--- config.mk ---
export PLATFORM = sky130hd
export DESIGN_NAME = lcd_write_sequencer_flat
export DESIGN_NICKNAME = d
export VERILOG_FILES = /design/src/rtl/lcd_write_sequencer_if.sv /design/src/rtl/lcd_write_sequencer.sv /design/src/flat_wrapper.sv
export SDC_FILE = /design/constraint.sdc
export NUM_CORES = 1
export LEC_CHECK = 0
export CORE_ASPECT_RATIO = 0.7
export CORE_UTILIZATION = 58
export CTS_BUF_LIST = sky130_fd_sc_hd__clkbuf_8
export DETAILED_ROUTE_END_ITERATION = 10
export GPL_ROUTABILITY_DRIVEN = 0
export PLACE_DENSITY = 0.82
export SETUP_SLACK_MARGIN = 0.2
export SYNTH_ARGS = -nofsm -noshare
export SYNTH_HDL_FRONTEND = slang
export SYNTH_SLANG_ARGS = --single-unit
--- constraint.sdc ---
create_clock -name clk -period 3.15 [get_ports clk]
set_clock_uncertainty 0.2 [all_clocks]
set_input_delay 0.63 -clock clk [delete_from_list [all_inputs] [get_ports clk]]
set_output_delay 0.63 -clock clk [all_outputs]
set_load 0.02 [all_outputs]
--- src/rtl/lcd_write_sequencer_if.sv ---
// rtl/lcd_write_sequencer_if.sv - host-side write handshake between port decode and LCD sequencer
interface lcd_write_sequencer_if;
    logic       req;
    logic       req_rs;
    logic [7:0] req_data;
    logic       ack;
    logic       busy;
    logic       init_done;

    modport master (
        output req,
        output req_rs,
        output req_data,
        input  ack,
        input  busy,
        input  init_done
    );

    modport slave (
        input  req,
        input  req_rs,
        input  req_data,
        output ack,
        output busy,
        output init_done
    );
endinterface

--- src/rtl/lcd_write_sequencer.sv ---
// rtl/lcd_write_sequencer.sv - HD44780 8-bit write sequencer with built-in power-up init
module lcd_write_sequencer #(
    parameter int POWERUP_CYCLES    = 500000,
    parameter int SETUP_CYCLES      = 2,
    parameter int E_PULSE_CYCLES    = 12,
    parameter int HOLD_CYCLES       = 2,
    parameter int CMD_WAIT_CYCLES   = 1000,
    parameter int CLEAR_WAIT_CYCLES = 41000
) (
    input  logic                  clk,
    input  logic                  reset,
    lcd_write_sequencer_if.slave  host,
    output logic [7:0]            lcd_d,
    output logic                  lcd_rs,
    output logic                  lcd_rw,
    output logic                  lcd_e
);

    function automatic int max2(input int a, input int b);
        return (a > b) ? a : b;
    endfunction

    localparam int MAX_CYCLES = max2(max2(max2(POWERUP_CYCLES, SETUP_CYCLES),
                                          max2(E_PULSE_CYCLES, HOLD_CYCLES)),
                                     max2(CMD_WAIT_CYCLES, CLEAR_WAIT_CYCLES));
    localparam int CW = $clog2(MAX_CYCLES + 1);

    // Each phase counts up from 0 and ends on the cycle its counter reaches N-1.
    localparam logic [CW-1:0] PWR_LAST   = CW'(POWERUP_CYCLES - 1);
    localparam logic [CW-1:0] SETUP_LAST = CW'(SETUP_CYCLES - 1);
    localparam logic [CW-1:0] E_LAST     = CW'(E_PULSE_CYCLES - 1);
    localparam logic [CW-1:0] HOLD_LAST  = CW'(HOLD_CYCLES - 1);
    localparam logic [CW-1:0] CMD_LAST   = CW'(CMD_WAIT_CYCLES - 1);
    localparam logic [CW-1:0] CLEAR_LAST = CW'(CLEAR_WAIT_CYCLES - 1);

    localparam logic [2:0] INIT_LAST_IDX = 3'd5;

    typedef enum logic [2:0] {
        S_PWR_WAIT,
        S_INIT_LOAD,
        S_SETUP,
        S_E_HIGH,
        S_HOLD,
        S_WAIT,
        S_IDLE
    } state_t;

    function automatic logic [7:0] init_rom(input logic [2:0] idx);
        logic [7:0] val;
        case (idx)
            3'd0:    val = 8'h38;
            3'd1:    val = 8'h38;
            3'd2:    val = 8'h38;
            3'd3:    val = 8'h0C;
            3'd4:    val = 8'h01;
            3'd5:    val = 8'h06;
            default: val = 8'h00;
        endcase
        return val;
    endfunction

    state_t          state_q, state_d;
    logic [CW-1:0]   cnt_q, cnt_d;
    logic [2:0]      idx_q, idx_d;
    logic [7:0]      lcd_d_q, lcd_d_d;
    logic            lcd_rs_q, lcd_rs_d;
    logic            lcd_e_q, lcd_e_d;
    logic            ack_q, ack_d;
    logic            busy_q, busy_d;
    logic            init_done_q, init_done_d;
    logic            is_clear;
    logic [CW-1:0]   wait_last;

    // Clear display and return home need the long settle time.
    assign is_clear  = !lcd_rs_q && (lcd_d_q <= 8'h03);
    assign wait_last = is_clear ? CLEAR_LAST : CMD_LAST;

    always_comb begin
        state_d     = state_q;
        cnt_d       = cnt_q;
        idx_d       = idx_q;
        lcd_d_d     = lcd_d_q;
        lcd_rs_d    = lcd_rs_q;
        lcd_e_d     = lcd_e_q;
        ack_d       = 1'b0;
        busy_d      = busy_q;
        init_done_d = init_done_q;

        case (state_q)
            S_PWR_WAIT: begin
                if (cnt_q == PWR_LAST) begin
                    state_d = S_INIT_LOAD;
                    cnt_d   = '0;
                    idx_d   = '0;
                end else begin
                    cnt_d = cnt_q + 1'b1;
                end
            end
            S_INIT_LOAD: begin
                lcd_rs_d = 1'b0;
                lcd_d_d  = init_rom(idx_q);
                state_d  = S_SETUP;
                cnt_d    = '0;
            end
            S_IDLE: begin
                busy_d = 1'b0;
                if (host.req) begin
                    ack_d    = 1'b1;
                    busy_d   = 1'b1;
                    lcd_rs_d = host.req_rs;
                    lcd_d_d  = host.req_data;
                    state_d  = S_SETUP;
                    cnt_d    = '0;
                end
            end
            S_SETUP: begin
                if (cnt_q == SETUP_LAST) begin
                    state_d = S_E_HIGH;
                    lcd_e_d = 1'b1;
                    cnt_d   = '0;
                end else begin
                    cnt_d = cnt_q + 1'b1;
                end
            end
            S_E_HIGH: begin
                if (cnt_q == E_LAST) begin
                    state_d = S_HOLD;
                    lcd_e_d = 1'b0;
                    cnt_d   = '0;
                end else begin
                    cnt_d = cnt_q + 1'b1;
                end
            end
            S_HOLD: begin
                if (cnt_q == HOLD_LAST) begin
                    state_d = S_WAIT;
                    cnt_d   = '0;
                end else begin
                    cnt_d = cnt_q + 1'b1;
                end
            end
            S_WAIT: begin
                if (cnt_q == wait_last) begin
                    cnt_d = '0;
                    // init_done is sticky, so it also tells init writes from user writes.
                    if (!init_done_q && (idx_q != INIT_LAST_IDX)) begin
                        idx_d   = idx_q + 1'b1;
                        state_d = S_INIT_LOAD;
                    end else begin
                        init_done_d = 1'b1;
                        busy_d      = 1'b0;
                        state_d     = S_IDLE;
                    end
                end else begin
                    cnt_d = cnt_q + 1'b1;
                end
            end
            default: begin
                state_d = S_PWR_WAIT;
                cnt_d   = '0;
            end
        endcase
    end

    always_ff @(posedge clk) begin
        if (reset) begin
            state_q     <= S_PWR_WAIT;
            cnt_q       <= '0;
            idx_q       <= '0;
            lcd_d_q     <= 8'h00;
            lcd_rs_q    <= 1'b0;
            lcd_e_q     <= 1'b0;
            ack_q       <= 1'b0;
            busy_q      <= 1'b1;
            init_done_q <= 1'b0;
        end else begin
            state_q     <= state_d;
            cnt_q       <= cnt_d;
            idx_q       <= idx_d;
            lcd_d_q     <= lcd_d_d;
            lcd_rs_q    <= lcd_rs_d;
            lcd_e_q     <= lcd_e_d;
            ack_q       <= ack_d;
            busy_q      <= busy_d;
            init_done_q <= init_done_d;
        end
    end

    assign lcd_d          = lcd_d_q;
    assign lcd_rs         = lcd_rs_q;
    assign lcd_e          = lcd_e_q;
    assign lcd_rw         = 1'b0;
    assign host.ack       = ack_q;
    assign host.busy      = busy_q;
    assign host.init_done = init_done_q;

endmodule
--- src/flat_wrapper.sv ---
// flat-port wrapper written by rule: the top's interface ports become plain ports
module lcd_write_sequencer_flat 
#(
    parameter int POWERUP_CYCLES    = 500000,
    parameter int SETUP_CYCLES      = 2,
    parameter int E_PULSE_CYCLES    = 12,
    parameter int HOLD_CYCLES       = 2,
    parameter int CMD_WAIT_CYCLES   = 1000,
    parameter int CLEAR_WAIT_CYCLES = 41000
)
  (clk, reset, lcd_d, lcd_rs, lcd_rw, lcd_e, host_req, host_req_rs, host_req_data, host_ack, host_busy, host_init_done);
  lcd_write_sequencer_if host_i ();
  input  logic clk;
  input  logic reset;
  output logic [7:0] lcd_d;
  output logic lcd_rs;
  output logic lcd_rw;
  output logic lcd_e;
  input wire logic [$bits(host_i.req)-1:0] host_req;
  input wire logic [$bits(host_i.req_rs)-1:0] host_req_rs;
  input wire logic [$bits(host_i.req_data)-1:0] host_req_data;
  output wire logic [$bits(host_i.ack)-1:0] host_ack;
  output wire logic [$bits(host_i.busy)-1:0] host_busy;
  output wire logic [$bits(host_i.init_done)-1:0] host_init_done;
  assign host_i.req = host_req;
  assign host_i.req_rs = host_req_rs;
  assign host_i.req_data = host_req_data;
  assign host_ack = host_i.ack;
  assign host_busy = host_i.busy;
  assign host_init_done = host_i.init_done;
  lcd_write_sequencer #(.POWERUP_CYCLES(POWERUP_CYCLES), .SETUP_CYCLES(SETUP_CYCLES), .E_PULSE_CYCLES(E_PULSE_CYCLES), .HOLD_CYCLES(HOLD_CYCLES), .CMD_WAIT_CYCLES(CMD_WAIT_CYCLES), .CLEAR_WAIT_CYCLES(CLEAR_WAIT_CYCLES)) u_core (.clk(clk), .reset(reset), .host(host_i), .lcd_d(lcd_d), .lcd_rs(lcd_rs), .lcd_rw(lcd_rw), .lcd_e(lcd_e));
endmodule
* Word-level counts from Yosys, hierarchy flattened
Cells that the tools add are included.
Widths: inputs -> output; s select.
** Word-level totals
- Register bits :: 38
- Input bits :: 12
- Word-level logic and storage cells :: 88
** Cells by class
- Add/subtract/negate cells :: 2
- Order comparisons :: 1
- Equal/unequal tests :: 24
- Muxes and demuxes :: 31
- Bitwise gates (word level) :: 2
- Reduce and logical (&&, ||, !) cells :: 19
** Operators with widths (number)
- $mux 19 :: 5
- $pmux 19 s5 :: 1
- $mux 3 :: 10
- $pmux 6 s4 :: 1
- $pmux 3 s7 :: 1
- $add 19x1->19 const B :: 1
- $eq 19x1->1 const B :: 1
- $eq 19x19->1 :: 1
- $eq 19x19->1 const B :: 1
- $eq 19x4->1 const B :: 1
- $mux 16 :: 1
- $pmux 8 s2 :: 1
- $eq 3x3->1 const B :: 5
- $eq 3x2->1 const B :: 4
- $ne 2x1->1 const B :: 6
- $reduce_and 3->1 :: 3
- $le 8x2->1 const B :: 1
- $mux 8 :: 1
- $reduce_bool 2->1 :: 4
- $eq 3x1->1 const B :: 2
- $logic_not 3->1 :: 2
- $mux 1 :: 6
- $pmux 1 s2 :: 3
- $pmux 3 s2 :: 1
- other kinds (11) :: 16

* Logic depth before layout (Yosys ltp)
- Depth in word-level cells :: 6
- Mapped depth :: 9
- Gate-level depth less buffers :: 8

* Worst setup path after synthesis
No wires, ideal clock.
- Path type :: register to register
- Start point :: register u_core.cnt_q[0]
- End point :: register u_core.idx_q[0]
- Setup time :: 0.071 ns
- Arrival time :: 1.944 ns
- Required time :: 2.879 ns
- Path slack :: 0.935 ns
- Cell stages (with the launch flop) :: 8
- Path buffers :: 0
- Clock period less this slack :: 2.215 ns
- Path through :: dfxtp_1 -> ha_1 -> and4_1 -> nand4_1 -> o21ai_1 -> o221ai_1 -> or3_1 -> a21oi_1
** Between the ends
- Word-level cells in the longest chain between the ends :: 3
- Elaborated cells between the ends (all ways) :: 5
- Classes of those cells :: eq/ne (4); reduce/logical (1)
** RTL lines
- from (decl) :: line lcd_write_sequencer.sv:63 : logic [CW-1:0] cnt_q, cnt_d;
- from (signal assigned) :: line lcd_write_sequencer.sv:178 : cnt_q <= cnt_d;
- $eq 19x19->1 (on tied branches) :: line lcd_write_sequencer.sv:91, lcd_write_sequencer.sv:143
- $ne 2x1->1 (no line)
- $reduce_and 4->1 (no line) *
- to (signal assigned) :: line lcd_write_sequencer.sv:179 : idx_q <= idx_d;
- to (decl) :: line lcd_write_sequencer.sv:64 : logic [2:0] idx_q, idx_d;
Every way passes the cells marked *; elsewhere a longest branch is shown, timed or not.
A chain may end at the register's enable or synchronous reset.

* Worst setup path in the final report
- Start point :: register u_core.lcd_d_q[4], in the netlist u_core.lcd_d[4]
- End point :: register u_core.cnt_q[7]
** Between the ends
- Word-level cells in the longest chain between the ends :: 6
** RTL lines
- from (decl) :: line lcd_write_sequencer.sv:65 : logic [7:0] lcd_d_q, lcd_d_d;
- from (signal assigned) :: line lcd_write_sequencer.sv:180 : lcd_d_q <= lcd_d_d;
- $le 8x2->1 :: line lcd_write_sequencer.sv:75 : assign is_clear = !lcd_rs_q && (lcd_d_q <= 8'h03);
- $logic_and 1x1->1 :: line lcd_write_sequencer.sv:75
- $mux 16 :: line lcd_write_sequencer.sv:76 : assign wait_last = is_clear ? CLEAR_LAST : CMD_LAST;
- $eq 19x19->1 :: line lcd_write_sequencer.sv:143 : if (cnt_q == wait_last) begin
- $mux 19 :: line lcd_write_sequencer.sv:143
- $pmux 19 s5 :: line lcd_write_sequencer.sv:89 : case (state_q)
No other way between the ends.

==> out/results.md <==
Synthesis
• area share of xor/xnor cells in the synthesized design: 0.00403
• average instance area after synthesis: 7.81 µm²
• number of synthesized register bits: 38
• leading cell types by count after synthesis: dfxtp_1, nand2_1, nand4_1
• largest cells by area after synthesis: dfxtp_1, nand2_1, nand4_1
• Synth Area in Simple Gates: 0.309
• share of cell area taken by muxes after synthesis: 0
• synthesized instance count: 278
• Synth Net Count: 297
• Netlist cell types: 51
• main combinational cell family by area after synthesis: simple AND/OR/NAND/NOR gates
• Async SR Flop Fraction: 0
• number of warning messages in the yosys log: 0
• share of the synthesized area in compound gates (AO/OA/AOI/OAI): 0.220
• Adder-Cell Fraction of Synth Area: 0.0403
• area share of the leading cell type in the synthesized netlist: 0.350
• number of enable flip-flop cells after synthesis: 0
• most frequently used flop master after synthesis: dfxtp_1
• sequential element share of the synthesized area: 0.350
• largest area contributor in the netlist: dfxtp_1
• total standard cell area after synthesis: 2170 µm²

Route
• via count: 2138
• average vias per placed instance: 6.23
• number of routed nets with antenna violations: 0
• number of DRC markers after the initial detailed-route iteration: 258
• First-pass DRT Iterations: 5
• WL/cell: 15.3 µm
• number of design rule violations left after detail routing: 0
• drt total wl: 5250 µm

Die
• Die Footprint: 4000 µm²
• Initial Utilization: 0.610
• count of boundary I/O pins: 26
• Floorplan Core Area: 3560 µm²
• Chip Height: 53.2 µm
• number of core rows: 18
• die width: 75.1 µm

STA
• worst slew margin relative to its limit: 0.602
• Final period util: 0.866
• Final setup violation count: 0
• Final min period: 2.73 ns
• worst hold slack: 0.267 ns
• Post-Route Setup TNS: 0 ns
• Hold Vio Cnt, Final: 0
• Slew Viols, Final: 0
• maximum clock frequency: 366 MHz
• slew of the pin with the lowest slew margin: 0.597 ns
• RSZ-0062 raised after global routing: false

Critical path
• Critical-path top delay cell: nor4_1
• crit end category: flip-flop
• sum of buffers and inverters on the critical path: 0
• crit start category: flip-flop
• path type of the worst setup path: flip-flop to flip-flop
• endpoint arrival time on the critical path: 2.70 ns
• delay of the slowest critical-path stage: 0.48 ns
• Critical Path RT: 3.13 ns
• top fanout value on the critical path: 18
• cell chain of the critical path: nor4_1, a211o_1, a211oi_2, o211ai_4, nand2_1, o311ai_0
• cell type group with the largest total delay on the critical path: compound AO/OA/AOI/OAI gates

Pwr
• worst vdd ir: 0.415 mV
• Sw Pwr: 0.458 mW
• cell-internal power: 0.826 mW
• Leakage Power: 0.791 nW
• Power Dens Cells: 517 nW/µm²
• Switching Share: 0.357
• register share of total power: 0.447
• part of the total power dissipated in combinational logic: 0.318
• Clk network pwr share: 0.235

Clock network
• insertion delay to the later sink of the worst-skew pair: 0.28 ns
• TritonCTS Buffers: 5
• Post-CTS Setup Inserts: 0
• number of H-tree branching levels: 2
• sink count of the clock tree: 38
• post-CTS resize count: 0
• clock-pin slew of the registers on the worst-case setup and hold paths: 0.07 ns
• hold-fix buffer count after cts: 0
• CTS tree: yes
• CTS Root Cell: clkbuf_8
• maximum number of buffers from clock root to sink: 2

GRT
• maximum number of pins on one net before global-route repair: 19
• antenna violations before repair: 0
• first-pass GRT wire length: 8710 µm
• total track usage: 0.293
• total overflow reported by the global router: 0
• number of global-route vias before repair: 1865

Place
• total placed cells including tap cells: 336
• sum of net half-perimeters after detailed placement: 3910 µm
• number of port buffers: 24

Final layout
• post-route insts no fill: 343
• final standard cell utilization of the core: 0.698
• fraction of final layout cells sized beyond drive strength 1: 0.0648
• layout overhead on the synthesized area: 14.3%
• Layout fillers: 314
• number of nets at the end of the flow: 312
• number of inserted diodes: 0

Outcome
• status: completed

Hold path
• class of the tightest hold or removal check: flip-flop to flip-flop

Job
• Max-Cap Viols: 0

[per-layer routing]
metal | up-vias | wire (µm) | GRT usage
met3 | 9 | 452 | 0.0610
met4 | 0 | 57 | 0.0772
met2 | 98 | 2080 | 0.414
met1 | 974 | 2660 | 0.443
met5 | - | 0 | 0
li1 | 1057 | - | -
[worst paths after layout]
check                    end       startpoint  cells past startpoint  slack (ns)
max          u_core.cnt_q[7]  u_core.lcd_d[4]                      6        0.42
min reg2reg  u_core.lcd_d[6]  u_core.lcd_d[6]                      2        0.27
max reg2reg  u_core.cnt_q[7]  u_core.lcd_d[4]                      6        0.42
min          u_core.lcd_d[6]  u_core.lcd_d[6]                      2        0.27
[registers in the layout, indices dropped and copies added (netlist names)]
signal	count
u_core.lcd_d	8
u_core.lcd_rs	1
u_core.cnt_q	19
u_core.host.ack	1
u_core.lcd_e	1
u_core.state_q	3
u_core.host.busy	1
u_core.host.init_done	1
u_core.idx_q	3
[layout by cell type (no fill, tap or decap), types with 2 or more instances in the layout]
master	netlist	routed
o311ai_0	6	6
or3_1	5	5
a22oi_1	2	2
and3_1	5	5
clkbuf_8	0	5
inv_1	15	17
or4_1	2	2
and2_1	2	2
nor2_1	17	17
and4b_1	2	2
nand2_1	38	38
nor4_1	3	3
dfxtp_1	38	38
nor3_1	8	8
nand3_1	14	14
nand2b_1	2	2
o21ai_1	2	2
nand4_1	18	18
ha_1	7	7
a31oi_1	10	10
o311ai_1	3	3
nor3b_1	2	2
o21ai_0	10	10
o221a_2	2	2
a21oi_1	16	16
a311oi_1	4	4
a211oi_1	4	4
clkdlybuf4s50_1	0	24
buf_4	1	5
[power groups by stage]
stage | Combinational, mW | Sequential, mW | Clock (mW)
3_5_place_dp | 0.400 | 0.583 | 0
5_1_grt | 0.444 | 0.580 | 0.333
4_1_cts | 0.404 | 0.572 | 0.307
3_3_place_gp | 0.391 | 0.582 | 0
2_1_floorplan | 0.257 | 0.592 | 0
6_report | 0.408 | 0.573 | 0.302
[kinds of logic (layout without fill, tap and decap cells)]
group           Yosys count  after routing
xor+xnor                  1              1
fa+ha+maj                 7              7
flops                    38             38
other cells               1              1
simple gates            127            127
buf+inv                  36             51
compound gates           68             68
[final cells by class]
cell class | instances | area [µm²] | share of cell area
multi-input cells | 204 | 1250 | 0.503
well taps | 50 | 62.6 | 0.0252
clock inverters | 2 | 7.51 | 0.00302
clock buffers | 5 | 68.8 | 0.0277
flip-flops and latches | 38 | 761 | 0.306
repair buffers | 29 | 278 | 0.112
inverters | 15 | 56.3 | 0.0227
[tightest hold or removal path: cells and delay by family, from the launching register on]
kind            cells  cell delay [ns]
simple gates        1             0.05
compound gates      1             0.05
flops               1             0.32
[through the flow]
| stage | total power [mW] | setup WS [ns] | instance area, µm² |
|---|---|---|---|
| 2_1_floorplan | 0.849 | 0.935 | 2170 |
| 3_3_place_gp | 0.973 | 0.515 | 2410 |
| 3_5_place_dp | 0.983 | 0.438 | 2410 |
| 4_1_cts | 1.28 | 0.424 | 2480 |
| 5_1_grt | 1.36 | 0.231 | 2480 |
| 6_report | 1.28 | 0.421 | 2480 |
Note: power is estimated with default switching activity, not from simulation.
